## config.mk

```make
export PLATFORM = sky130hd
export DESIGN_NAME = systolic_seq_flat
export DESIGN_NICKNAME = d
export VERILOG_FILES = /design/src/rtl/systolic_seq_if.sv /design/src/rtl/systolic_seq.sv /design/src/flat_wrapper.sv
export SDC_FILE = /design/constraint.sdc
export NUM_CORES = 1
export LEC_CHECK = 0
export BUFFER_PORTS_ARGS = -buffer_cell sky130_fd_sc_hd__buf_4
export CAP_MARGIN = 20
export CORE_MARGIN = 3
export CORE_UTILIZATION = 54
export DETAILED_ROUTE_END_ITERATION = 7
export PLACE_DENSITY = 0.85
export SLEW_MARGIN = 25
export SYNTH_ARGS = -nofsm -noshare
export SYNTH_HDL_FRONTEND = slang
export SYNTH_SLANG_ARGS = --single-unit
export TNS_END_PERCENT = 20
```

## constraint.sdc

```tcl
create_clock -name clk -period 4.4 [get_ports clk]
set_input_delay 0.22 -clock clk [delete_from_list [all_inputs] [get_ports clk]]
set_output_delay 0.22 -clock clk [all_outputs]
set_load 0.02 [all_outputs]
```

## src/rtl/systolic_seq_if.sv

```systemverilog
// Bundle between the systolic sequencer, the io register block and the operand buffer RAM.
// The master side is the io/buffer side; the slave side is the sequencer.
interface systolic_seq_if #(
  parameter int DW = 16,
  parameter int LW = 8
);
  logic            cfg_go;
  logic            cfg_abort;
  logic [LW-1:0]   cfg_len;
  logic            busy;
  logic            done;
  logic            err_len;
  logic            aborted;
  logic            buf_ren;
  logic [LW-1:0]   buf_radr;
  logic [4*DW-1:0] buf_a_rdata;
  logic [4*DW-1:0] buf_b_rdata;

  modport master (
    output cfg_go, cfg_abort, cfg_len, buf_a_rdata, buf_b_rdata,
    input  busy, done, err_len, aborted, buf_ren, buf_radr
  );

  modport slave (
    input  cfg_go, cfg_abort, cfg_len, buf_a_rdata, buf_b_rdata,
    output busy, done, err_len, aborted, buf_ren, buf_radr
  );
endinterface

```

## src/rtl/systolic_seq.sv

```systemverilog
// Sequencer for the 4x4 systolic PE array: reads K operand columns/rows from the
// buffer and feeds them into the array edges with a per-lane diagonal skew.
module systolic_seq #(
  parameter int DW        = 16,
  parameter int LW        = 8,
  parameter int DRAIN_CYC = 8
) (
  input  logic          clk,
  input  logic          rst_n,
  systolic_seq_if.slave bus,
  output logic          start,
  output logic [LW-1:0] max_cntr,
  output logic [DW-1:0] a_in0, a_in1, a_in2, a_in3,
  output logic [DW-1:0] b_in0, b_in1, b_in2, b_in3,
  output logic          awe0, awe1, awe2, awe3,
  output logic          bwe0, bwe1, bwe2, bwe3
);

  // One extra bit so FEED can count up to len+3 without wrapping at len=255.
  localparam int CW = LW + 1;

  typedef enum logic [2:0] {S_IDLE, S_CLR, S_FEED, S_DRAIN, S_DONE} state_t;

  state_t        state_q, state_d;
  logic [CW-1:0] cnt_q;
  logic [3:0]    vld_q;
  logic [DW-1:0] a_d1 [1:3], b_d1 [1:3];
  logic [DW-1:0] a_d2 [2:3], b_d2 [2:3];
  logic [DW-1:0] a_d3, b_d3;

  logic go_ok, go_bad, abort_hit, feed_last, drain_last, rd_active;

  assign go_ok      = (state_q == S_IDLE) && bus.cfg_go && (bus.cfg_len != '0);
  assign go_bad     = (state_q == S_IDLE) && bus.cfg_go && (bus.cfg_len == '0);
  assign abort_hit  = (state_q != S_IDLE) && bus.cfg_abort;
  assign feed_last  = cnt_q == ({1'b0, max_cntr} + CW'(3));
  assign drain_last = cnt_q == CW'(DRAIN_CYC - 1);
  assign rd_active  = (state_q == S_FEED) && (cnt_q < {1'b0, max_cntr});

  // NOTE: sequential state uses non-blocking assignments so every register
  // samples pre-edge values regardless of statement order.
  always_ff @(posedge clk or negedge rst_n) begin
    if (!rst_n) state_q <= S_IDLE;
    else        state_q <= state_d;
  end

  always_comb begin
    // NOTE: default assignment first keeps this block free of inferred latches.
    state_d = state_q;
    if (abort_hit) begin
      state_d = S_IDLE;
    end else begin
      unique case (state_q)
        S_IDLE:  if (go_ok) state_d = S_CLR;
        S_CLR:   state_d = S_FEED;
        S_FEED:  if (feed_last) state_d = S_DRAIN;
        S_DRAIN: if (drain_last) state_d = S_DONE;
        S_DONE:  state_d = S_IDLE;
        default: state_d = S_IDLE;
      endcase
    end
  end

  always_comb begin
    bus.busy     = state_q != S_IDLE;
    bus.done     = state_q == S_DONE;
    start        = state_q == S_CLR;
    bus.buf_ren  = rd_active;
    bus.buf_radr = rd_active ? cnt_q[LW-1:0] : '0;
  end

  // Phase counter restarts on every state change; only FEED and DRAIN use it.
  always_ff @(posedge clk or negedge rst_n) begin
    if (!rst_n) begin
      cnt_q       <= '0;
      max_cntr    <= '0;
      bus.err_len <= 1'b0;
      bus.aborted <= 1'b0;
    end else begin
      if (state_d != state_q)                            cnt_q <= '0;
      else if (state_q == S_FEED || state_q == S_DRAIN)  cnt_q <= cnt_q + 1'b1;

      if (go_ok) begin
        max_cntr    <= bus.cfg_len;
        bus.err_len <= 1'b0;
        bus.aborted <= 1'b0;
      end else if (go_bad) begin
        bus.err_len <= 1'b1;
      end
      if (abort_hit) bus.aborted <= 1'b1;
    end
  end

  // Skew pipeline: lane i passes through i registers after the RAM read stage.
  // NOTE: the skew registers are reset and flushed explicitly so an abort or
  // reset never leaves stale operands behind a later strobe.
  always_ff @(posedge clk or negedge rst_n) begin
    if (!rst_n) begin
      vld_q <= '0;
      for (int i = 1; i <= 3; i++) begin a_d1[i] <= '0; b_d1[i] <= '0; end
      for (int i = 2; i <= 3; i++) begin a_d2[i] <= '0; b_d2[i] <= '0; end
      a_d3 <= '0;
      b_d3 <= '0;
    end else if (abort_hit) begin
      vld_q <= '0;
      for (int i = 1; i <= 3; i++) begin a_d1[i] <= '0; b_d1[i] <= '0; end
      for (int i = 2; i <= 3; i++) begin a_d2[i] <= '0; b_d2[i] <= '0; end
      a_d3 <= '0;
      b_d3 <= '0;
    end else begin
      vld_q <= {vld_q[2:0], rd_active};
      for (int i = 1; i <= 3; i++) begin
        a_d1[i] <= bus.buf_a_rdata[i*DW +: DW];
        b_d1[i] <= bus.buf_b_rdata[i*DW +: DW];
      end
      for (int i = 2; i <= 3; i++) begin
        a_d2[i] <= a_d1[i];
        b_d2[i] <= b_d1[i];
      end
      a_d3 <= a_d2[3];
      b_d3 <= b_d2[3];
    end
  end

  assign {awe3, awe2, awe1, awe0} = vld_q;
  assign {bwe3, bwe2, bwe1, bwe0} = vld_q;

  assign a_in0 = vld_q[0] ? bus.buf_a_rdata[DW-1:0] : '0;
  assign a_in1 = vld_q[1] ? a_d1[1] : '0;
  assign a_in2 = vld_q[2] ? a_d2[2] : '0;
  assign a_in3 = vld_q[3] ? a_d3    : '0;
  assign b_in0 = vld_q[0] ? bus.buf_b_rdata[DW-1:0] : '0;
  assign b_in1 = vld_q[1] ? b_d1[1] : '0;
  assign b_in2 = vld_q[2] ? b_d2[2] : '0;
  assign b_in3 = vld_q[3] ? b_d3    : '0;

endmodule

```

## src/flat_wrapper.sv

```systemverilog
// flat-port wrapper written by rule: the top's interface ports become plain ports
module systolic_seq_flat 
#(
  parameter int DW        = 16,
  parameter int LW        = 8,
  parameter int DRAIN_CYC = 8
)
  (clk, rst_n, start, max_cntr, a_in0, a_in1, a_in2, a_in3, b_in0, b_in1, b_in2, b_in3, awe0, awe1, awe2, awe3, bwe0, bwe1, bwe2, bwe3, bus_cfg_go, bus_cfg_abort, bus_cfg_len, bus_buf_a_rdata, bus_buf_b_rdata, bus_busy, bus_done, bus_err_len, bus_aborted, bus_buf_ren, bus_buf_radr);
  systolic_seq_if #(.DW(DW), .LW(LW)) bus_i ();
  input  logic clk;
  input  logic rst_n;
  output logic start;
  output logic [LW-1:0] max_cntr;
  output logic [DW-1:0] a_in0;
  output logic [DW-1:0] a_in1;
  output logic [DW-1:0] a_in2;
  output logic [DW-1:0] a_in3;
  output logic [DW-1:0] b_in0;
  output logic [DW-1:0] b_in1;
  output logic [DW-1:0] b_in2;
  output logic [DW-1:0] b_in3;
  output logic awe0;
  output logic awe1;
  output logic awe2;
  output logic awe3;
  output logic bwe0;
  output logic bwe1;
  output logic bwe2;
  output logic bwe3;
  input wire logic [$bits(bus_i.cfg_go)-1:0] bus_cfg_go;
  input wire logic [$bits(bus_i.cfg_abort)-1:0] bus_cfg_abort;
  input wire logic [$bits(bus_i.cfg_len)-1:0] bus_cfg_len;
  input wire logic [$bits(bus_i.buf_a_rdata)-1:0] bus_buf_a_rdata;
  input wire logic [$bits(bus_i.buf_b_rdata)-1:0] bus_buf_b_rdata;
  output wire logic [$bits(bus_i.busy)-1:0] bus_busy;
  output wire logic [$bits(bus_i.done)-1:0] bus_done;
  output wire logic [$bits(bus_i.err_len)-1:0] bus_err_len;
  output wire logic [$bits(bus_i.aborted)-1:0] bus_aborted;
  output wire logic [$bits(bus_i.buf_ren)-1:0] bus_buf_ren;
  output wire logic [$bits(bus_i.buf_radr)-1:0] bus_buf_radr;
  assign bus_i.cfg_go = bus_cfg_go;
  assign bus_i.cfg_abort = bus_cfg_abort;
  assign bus_i.cfg_len = bus_cfg_len;
  assign bus_i.buf_a_rdata = bus_buf_a_rdata;
  assign bus_i.buf_b_rdata = bus_buf_b_rdata;
  assign bus_busy = bus_i.busy;
  assign bus_done = bus_i.done;
  assign bus_err_len = bus_i.err_len;
  assign bus_aborted = bus_i.aborted;
  assign bus_buf_ren = bus_i.buf_ren;
  assign bus_buf_radr = bus_i.buf_radr;
  systolic_seq #(.DW(DW), .LW(LW), .DRAIN_CYC(DRAIN_CYC)) u_core (.clk(clk), .rst_n(rst_n), .bus(bus_i), .start(start), .max_cntr(max_cntr), .a_in0(a_in0), .a_in1(a_in1), .a_in2(a_in2), .a_in3(a_in3), .b_in0(b_in0), .b_in1(b_in1), .b_in2(b_in2), .b_in3(b_in3), .awe0(awe0), .awe1(awe1), .awe2(awe2), .awe3(awe3), .bwe0(bwe0), .bwe1(bwe1), .bwe2(bwe2), .bwe3(bwe3));
endmodule
```

==> qor.csv, run 1 <==
stage,metric,value,unit
logic_synthesis,sequential share of the synthesized area,0.6367,
critical_path,cell breakdown of the critical path,"ha_1, nor2b_1, o21a_1, o21a_1, o21ai_0, a21oi_1, nor3b_1, buf_4",
logic_synthesis,"EDFF count, synth",0,
floorplanning,Initial Util,0.5574,
sta,min cycle time layout,2775,ps
route,DRT iter0 DRCs,311,
sta,clock skew,13.88,ps
critical_path,crit path kind,reg -> out,
logic_synthesis,biggest area consumer among synthesized cells,dfrtp_1,
route,DRT antenna net count,0,
critical_path,WP buf/inv,1,
place,GPL Wtd Cong,0.8849,
floorplanning,chip width,132.0,um
critical_path,reg-to-reg startpoint,u_core.state_q[1]$_DFF_PN0_,
route,Wirelength per Cell,18.40,um
worst_hold_path,Hold WC Path Type,in -> async,
finish,antenna fix cells,0,
logic_synthesis,"count leader, synth",and2_1,
global_route,initial antenna violation count,0,
critical_path,Slowest cell on crit path,a21oi_1,
clocking,Post-CTS Repair Setup Buffers,0,
clocking,post_cts resized,0,
sta,Setup TNS,0,ps
critical_path,CP endpoint kind,output port,
sta,fmax,0.3603,GHz
sta,Setup-failing EPs final,0,
power_and_ir_drop,Power Total,0.006366,W
clocking,Worst-path clk slew,60,ps
sta,final hold vios,0,
critical_path,arrival time of the worst setup path,2560,ps
route,drc violations,0,
sta,Slew Limit Fails,0,
logic_synthesis,"Net Count, Synth",875,
critical_path,Worst setup SP type,flop,
clocking,depth of the CTS H-tree,1,
power_and_ir_drop,Lkg Pwr,6.269,nW
sta,Final Cycle Share,0.6308,
floorplanning,Rows,45,
outcome,status,"complete, no violations",
route,Via Count,6587,
logic_synthesis,Ys Warns,0,
route,vias per cell,4.916,
logic_synthesis,Syn Inst Count,725,
global_route,GR Util All Layers,0.2793,
critical_path,RR Endpoint,u_core.b_d1[22]$_DFF_PN0_,
run,max cap viols,0,
floorplanning,Die Y,132.0,um
finish,Area Growth Syn to Fin,48.54,%
critical_path,"delay-heaviest family, CP",compound AO/OA/AOI/OAI gates,
sta,unrepaired setup endpoints after global routing,false,
logic_synthesis,fraction of registers with async set/reset,1.000,
finish,ratio of cells with drive above 1 in the final layout,0.2967,
logic_synthesis,largest cells by area after synthesis,"dfrtp_1 (64%), and2_1 (24%), clkbuf_1 (1.6%)",
logic_synthesis,Yosys reg bits,218,
clocking,CTS tree,built,
route,DRT Pass-1 Iters,5,
clocking,Max clock buf depth,3,
critical_path,Critical Path RT,4180,ps
clocking,Skew-Pair Late Insertion Delay,500,ps
finish,NumNets Final,1264,
route,DRT Wirelength,24660,um
logic_synthesis,Synth Flop Type,dfrtp_1,
clocking,total clock buffers created by CTS,22,
sta,Worst-Margin Slew,1020,ps
critical_path,"setup slack, reg-to-reg",2110,ps
sta,Rel. slew slack,0.3202,
place,Final HPWL DP,13760,um
critical_path,cell mode on critical path,o21a_1,
floorplanning,Core ar.,15370,um2
global_route,first-pass GRT wire length,38230,um
critical_path,R2R depth,5,
power_and_ir_drop,Power Dens Cells,500.2,nW/um2
global_route,number of global-route vias before repair,7170,
floorplanning,Die ar.,17410,um2
critical_path,worst-path fanout max,10,
global_route,GRT overflow,0,
logic_synthesis,synth unique cells,38,
clocking,CTS root buf,clkbuf_16,
logic_synthesis,mapped cell area,8568,um2
logic_synthesis,Synth Area per Inst,11.82,um2
logic_synthesis,top cell type's share of synthesized area,0.6367,
critical_path,Max stage delay on crit path,570,ps
floorplanning,IO Pins,298,
clocking,clk sink count,218,
logic_synthesis,Commonest cells post-synth,"and2_1 (325), dfrtp_1 (218), clkbuf_1 (37)",
global_route,largest net degree at the start of global routing,147,
place,PortBufs,297,
power_and_ir_drop,maximum VDD drop,0.4327,mV
sta,WHS,214.0,ps
through the flow:
stage	instance area, um2	cells	util	worst slack [ps]
finish	12730	1340	0.8280	1625
global route	12730	1340	0.8280	1425
CTS	12700	1339	0.8262	1636
detailed placement	10940	1193	0.7117	2136
global placement	10930	1193	0.7111	1978
floorplan	8568	725	-	1995
flip-flops by register name (all words and copies together), names as in the netlist:
register            count
u_core.a_d2            32
u_core.a_d1            48
u_core.a_d3            16
u_core.vld_q            4
u_core.b_d3            16
u_core.bus.err_len      1
u_core.cnt_q            9
u_core.state_q          3
u_core.max_cntr         8
u_core.bus.aborted      1
u_core.b_d1            48
u_core.b_d2            32
final cells by class:
class	count	area [um2]
clock inverters	4	60.06
repair buffers	409	3378
fillers	837	2644
clock buffers	35	629.4
multi-input cells	451	2895
flip-flops and latches	218	5455
well taps	211	264.0
inverters	12	45.04
how the worst max path moves through the flow:
stage | startpoint | end | cells past startpoint
final | u_core.cnt_q[1]$_DFFE_PN0P_ | bus_buf_radr[5] | 8
after CTS | u_core.cnt_q[1]$_DFFE_PN0P_ | bus_buf_radr[5] | 8
after global routing | u_core.cnt_q[1]$_DFFE_PN0P_ | bus_buf_radr[4] | 8
after global placement | u_core.state_q[1]$_DFF_PN0_ | u_core.vld_q[1]$_DFF_PN0_ | 5
after floorplan | u_core.max_cntr[1]$_DFFE_PN0P_ | bus_buf_radr[1] | 8
after detailed placement | u_core.state_q[1]$_DFF_PN0_ | u_core.cnt_q[0]$_DFFE_PN0P_ | 6
power breakdown:
group	switching (W)	leakage, nW	internal, W
clock network	0.000751	0.334	0.00104
logic	0.000973	3.21	0.000837
registers	0.000284	2.73	0.00248
total	0.00201	6.27	0.00436
worst reg2reg max path, stage by stage, from the launching register on:
cell and delay (ps):
dfrtp_1 500, nor3_1 380, inv_1 200, nand2_8 480, buf_4 410, and2_1 240
placed cells by master, fill, tap and decap left out, drive strengths merged, types with 2 or more instances in the layout:
| master | n |
|---|---|
| nor3 | 5 |
| xor2 | 7 |
| nor3b | 8 |
| nor4 | 7 |
| a2111oi | 2 |
| xnor2 | 7 |
| a21oi | 4 |
| nor2b | 6 |
| inv | 12 |
| o21ai | 13 |
| a211oi | 2 |
| o21a | 2 |
| and2 | 325 |
| a211o | 2 |
| nand4 | 5 |
| clkinv | 3 |
| nand2 | 16 |
| clkbuf | 35 |
| buf | 302 |
| nor2 | 17 |
| dlygate4sd3 | 107 |
| o2111ai | 2 |
| ha | 10 |
| dfrtp | 218 |
timing repair:
action | CTS | global route
hold endpoints to repair | 239 | 0
hold buffers | 107 | 0
setup endpoints to repair | 0 | 0
routing by layer:
layer | global-route usage | wire length [um] | up-vias
met5 | 0 | 0 | -
met4 | 0.1144 | 1061 | 0
met3 | 0.05878 | 1426 | 69
met2 | 0.5371 | 13810 | 247
met1 | 0.2941 | 8361 | 3236
li1 | - | - | 3035
logic make-up (layout without fill, tap and decap cells):
kind of cell | count (synthesis) | after routing | synth area share
DFF | 218 | 218 | 0.6367
muxes | 1 | 1 | 0.001168
xor gates and xnor gates | 14 | 14 | 0.01431
and+or+nand+nor | 393 | 393 | 0.2791
adders and majority gates | 10 | 10 | 0.01460
AOI/OAI and AO/OA | 33 | 33 | 0.02687
buffers and inverters | 56 | 460 | 0.02731
(Power assumes the default switching activity.)
==> run 2: changes to the inputs <==
Settings changed: ABC_AREA set to 1, CORE_UTILIZATION 54 to 51, PLACE_DENSITY 0.85 to 0.8.
Clock period 4.4 ns to 2.75 ns, I/O delays scaled along.
==> run 2 against run 1 <==
Compared with the run above: area after synthesis grew 6.5%; count of clock-buffer cells in the layout shrank 4; critical endpoint is now bus_buf_radr[1]; sequential cell count is the same; global-route usage shrank 3.8 points; die area grew 12%; design area grew 5.0%; via count grew 18%; first-iteration DRC count grew 14%.
==> qor.csv, run 2 <==
stage,metric,value,unit,change
clocking,depth of the CTS H-tree,1,,unchanged
route,DRT antenna net count,0,,unchanged
floorplanning,Initial Util,0.5238,,-0.03365
sta,final hold vios,0,,unchanged
place,PortBufs,297,,unchanged
place,GPL Wtd Cong,0.8734,,-1.3%
sta,clock skew,8.997,ps,-4.881 ps
route,DRT iter0 DRCs,356,,+14%
finish,"most common cell after layout, fill and taps aside",inv_1,,
critical_path,crit path kind,reg -> out,,
logic_synthesis,mapped cell area,9122,um2,+6.5%
logic_synthesis,sequential share of the synthesized area,0.5980,,-0.03868
finish,most frequent cells in the layout,"inv_1 (355), buf_4 (304), nor2_1 (232)",,
critical_path,CP endpoint kind,output port,,
floorplanning,Core ar.,17420,um2,+13%
clocking,total clock buffers created by CTS,23,,+4.5%
finish,ratio of cells with drive above 1 in the final layout,0.2360,,-0.06073
clocking,Max clock buf depth,3,,unchanged
sta,Setup-failing EPs final,0,,unchanged
place,DP Area,11550,um2,+5.6%
floorplanning,chip width,139.7,um,+5.9%
sta,Setup TNS,0,ps,unchanged
power_and_ir_drop,Power Dens Cells,843.3,nW/um2,+69%
finish,Top Registers,"u_core.a_d1: 48 flops, u_core.b_d1: 48 flops",,
run,max cap viols,0,,unchanged
global_route,number of global-route vias before repair,7899,,+10%
critical_path,Critical Path RT,2610,ps,-1570 ps
floorplanning,Die ar.,19530,um2,+12%
logic_synthesis,Ys Warns,0,,unchanged
sta,unrepaired setup endpoints after global routing,false,,
logic_synthesis,synth unique cells,33,,-13%
sta,min cycle time layout,2530,ps,
logic_synthesis,biggest area consumer among synthesized cells,dfrtp_1,,
clocking,clk sink count,218,,unchanged
logic_synthesis,Syn Inst Count,1110,,+53%
logic_synthesis,Yosys reg bits,218,,unchanged
finish,Non-Filler Instances,1747,,+30%
route,drc violations,0,,unchanged
clocking,CTS tree,built,,
finish,Area Growth Syn to Fin,46.43,%,
global_route,first-pass GRT wire length,38530,um,+0.79%
clocking,Skew-Pair Late Insertion Delay,480,ps,-20 ps
sta,fmax,0.3953,GHz,
sta,Slew Limit Fails,0,,unchanged
critical_path,cell mode on critical path,nand2_1,,
global_route,GRT overflow,0,,unchanged
global_route,largest net degree at the start of global routing,109,,-26%
floorplanning,Die Y,139.7,um,+5.9%
route,DRT Pass-1 Iters,5,,unchanged
logic_synthesis,"count leader, synth",inv_1,,
global_route,GR Util All Layers,0.2416,,-0.03771
finish,fin area,13360,um2,+5.0%
route,DRT Wirelength,24120,um,-2.2%
critical_path,Max stage delay on crit path,420,ps,-150 ps
logic_synthesis,top cell type's share of synthesized area,0.5980,,-0.03868
worst_hold_path,Hold WC Path Type,in -> reg,,
sta,Rel. slew slack,0.5888,,+0.2687
critical_path,worst-path fanout max,10,,unchanged
critical_path,cell breakdown of the critical path,"inv_1, ha_1, a21oi_1, nor2_1, o21ai_0, nand2_1, nand3_1, nand2_1, nand2_1, nand2_4, nor2_1, buf_4",,
logic_synthesis,Commonest cells post-synth,"inv_1 (355), nor2_1 (232), dfrtp_1 (218)",,
outcome,status,"complete, no violations",,
logic_synthesis,Synth Area per Inst,8.218,um2,-30%
critical_path,Worst setup SP type,flop,,
clocking,Worst-path clk slew,60,ps,about the same
sta,Worst-Margin Slew,611.1,ps,-408.6 ps
place,Final HPWL DP,14720,um,+6.9%
logic_synthesis,"EDFF count, synth",0,,unchanged
sta,Final Cycle Share,0.9198,,
logic_synthesis,largest cells by area after synthesis,"dfrtp_1 (60%), inv_1 (15%), nor2_1 (9.5%)",,
logic_synthesis,"Net Count, Synth",1260,,+44%
critical_path,arrival time of the worst setup path,2390,ps,-170 ps
global_route,initial antenna violation count,4,,+4
clocking,CTS root buf,clkbuf_16,,
finish,"Core Util, Final",0.7670,,-0.06105
critical_path,Slowest cell on crit path,dfrtp_1,,
power_and_ir_drop,Power Total,0.01127,W,+77%
finish,NumNets Final,1656,,+31%
power_and_ir_drop,Lkg Pwr,8.218,nW,+31%
floorplanning,IO Pins,298,,unchanged
route,Via Count,7799,,+18%
route,Wirelength per Cell,13.81,um,-25%
floorplanning,Rows,48,,+6.7%
place,Placed Cells,1598,,+34%
logic_synthesis,Synth Flop Type,dfrtp_1,,
logic_synthesis,fraction of registers with async set/reset,1.000,,unchanged
power_and_ir_drop,maximum VDD drop,0.7014,mV,+62%
route,vias per cell,4.464,,-9.2%
==> run 2: cell types whose count changed after synthesis, moves of 4 or more <==
| cell | before | now |
|---|---|---|
| nand3_1 | 0 | 15 |
| nor2_1 | 17 | 232 |
| clkbuf_1 | 37 | 22 |
| nor2b_1 | 6 | 0 |
| nor3b_1 | 8 | 0 |
| nor4_1 | 6 | 2 |
| inv_1 | 12 | 355 |
| and2_1 | 325 | 0 |
| xnor2_1 | 7 | 3 |
| buf_2 | 1 | 15 |
| nand2_1 | 16 | 181 |
==> run 2: what timing repair did <==
item                       in CTS  in global routing
gates resized for setup         0                  2
setup buffers                   0                  2
hold endpoints to repair      169                  0
setup endpoints to repair       0                  9
hold buffers                  106                  0
==> run 2: logic make-up (layout without fill, tap and decap cells) <==
group	Yosys count	in the layout	synth area share
simple gates	450	450	0.1964
buf+inv	402	809	0.1714
flops	218	218	0.5980
compound gates	22	22	0.01276
fa+ha+maj	10	10	0.01372
xor+xnor	8	8	0.007681
other cells	0	5	0
==> run 2: layout make-up <==
class                   count  area [um2]
diodes                      5       12.51
clock buffers              31       655.6
clock inverters             5       53.80
fillers                  1150        4059
inverters                 359        1369
multi-input cells         490        2111
flip-flops and latches    218        5456
well taps                 225       281.5
repair buffers            414        3418
==> run 2: final timing paths <==
check / start / to / slack, ps / depth (start not counted)
min in group asynchronous: rst_n / u_core.b_d1[20]$_DFF_PN0_ / 190 / 2
min reg2reg: u_core.a_d2[14]$_DFF_PN0_ / u_core.a_d3[14]$_DFF_PN0_ / 460 / 2
max in group asynchronous: rst_n / u_core.state_q[2]$_DFF_PN0_ / 1730 / 3
max reg2reg: u_core.max_cntr[0]$_DFFE_PN0P_ / u_core.cnt_q[7]$_DFFE_PN0P_ / 740 / 15
max: u_core.max_cntr[2]$_DFFE_PN0P_ / bus_buf_radr[1] / 220 / 12
min: bus_cfg_go / u_core.bus.err_len$_DFFE_PN0P_ / 40 / 3
==> run 2: metal layers <==
layer	share of wire	vias up	track usage	routed length, um
met2	0.53	307	0.4459	12690
li1	-	3820	-	-
met4	0.041	0	0.09536	990
met3	0.075	68	0.05120	1815
met5	0	-	0	0
met1	0.36	3604	0.2716	8627
==> run 2: stage by stage <==
stage | setup WS, ps | hold WS [ps]
6_report | 220.5 | 44.17
5_1_grt | 34.22 | 41.15
4_1_cts | 25.36 | 6.829
3_5_place_dp | 562.2 | 103.1
3_3_place_gp | 597.8 | 103.3
2_1_floorplan | 708.1 | -158.1
==> run 2: where the power goes <==
group,switching [W],internal [W]
Clock,0.00118,0.00175
Sequential,0.000440,0.00406
Combinational,0.00237,0.00147
==> run 2: critical path: cells and delay by family (launching register included) <==
kind	cells	cell delay [ps]
flops	1	420
buf+inv	2	280
simple gates	7	590
compound gates	2	310
fa+ha+maj	1	310
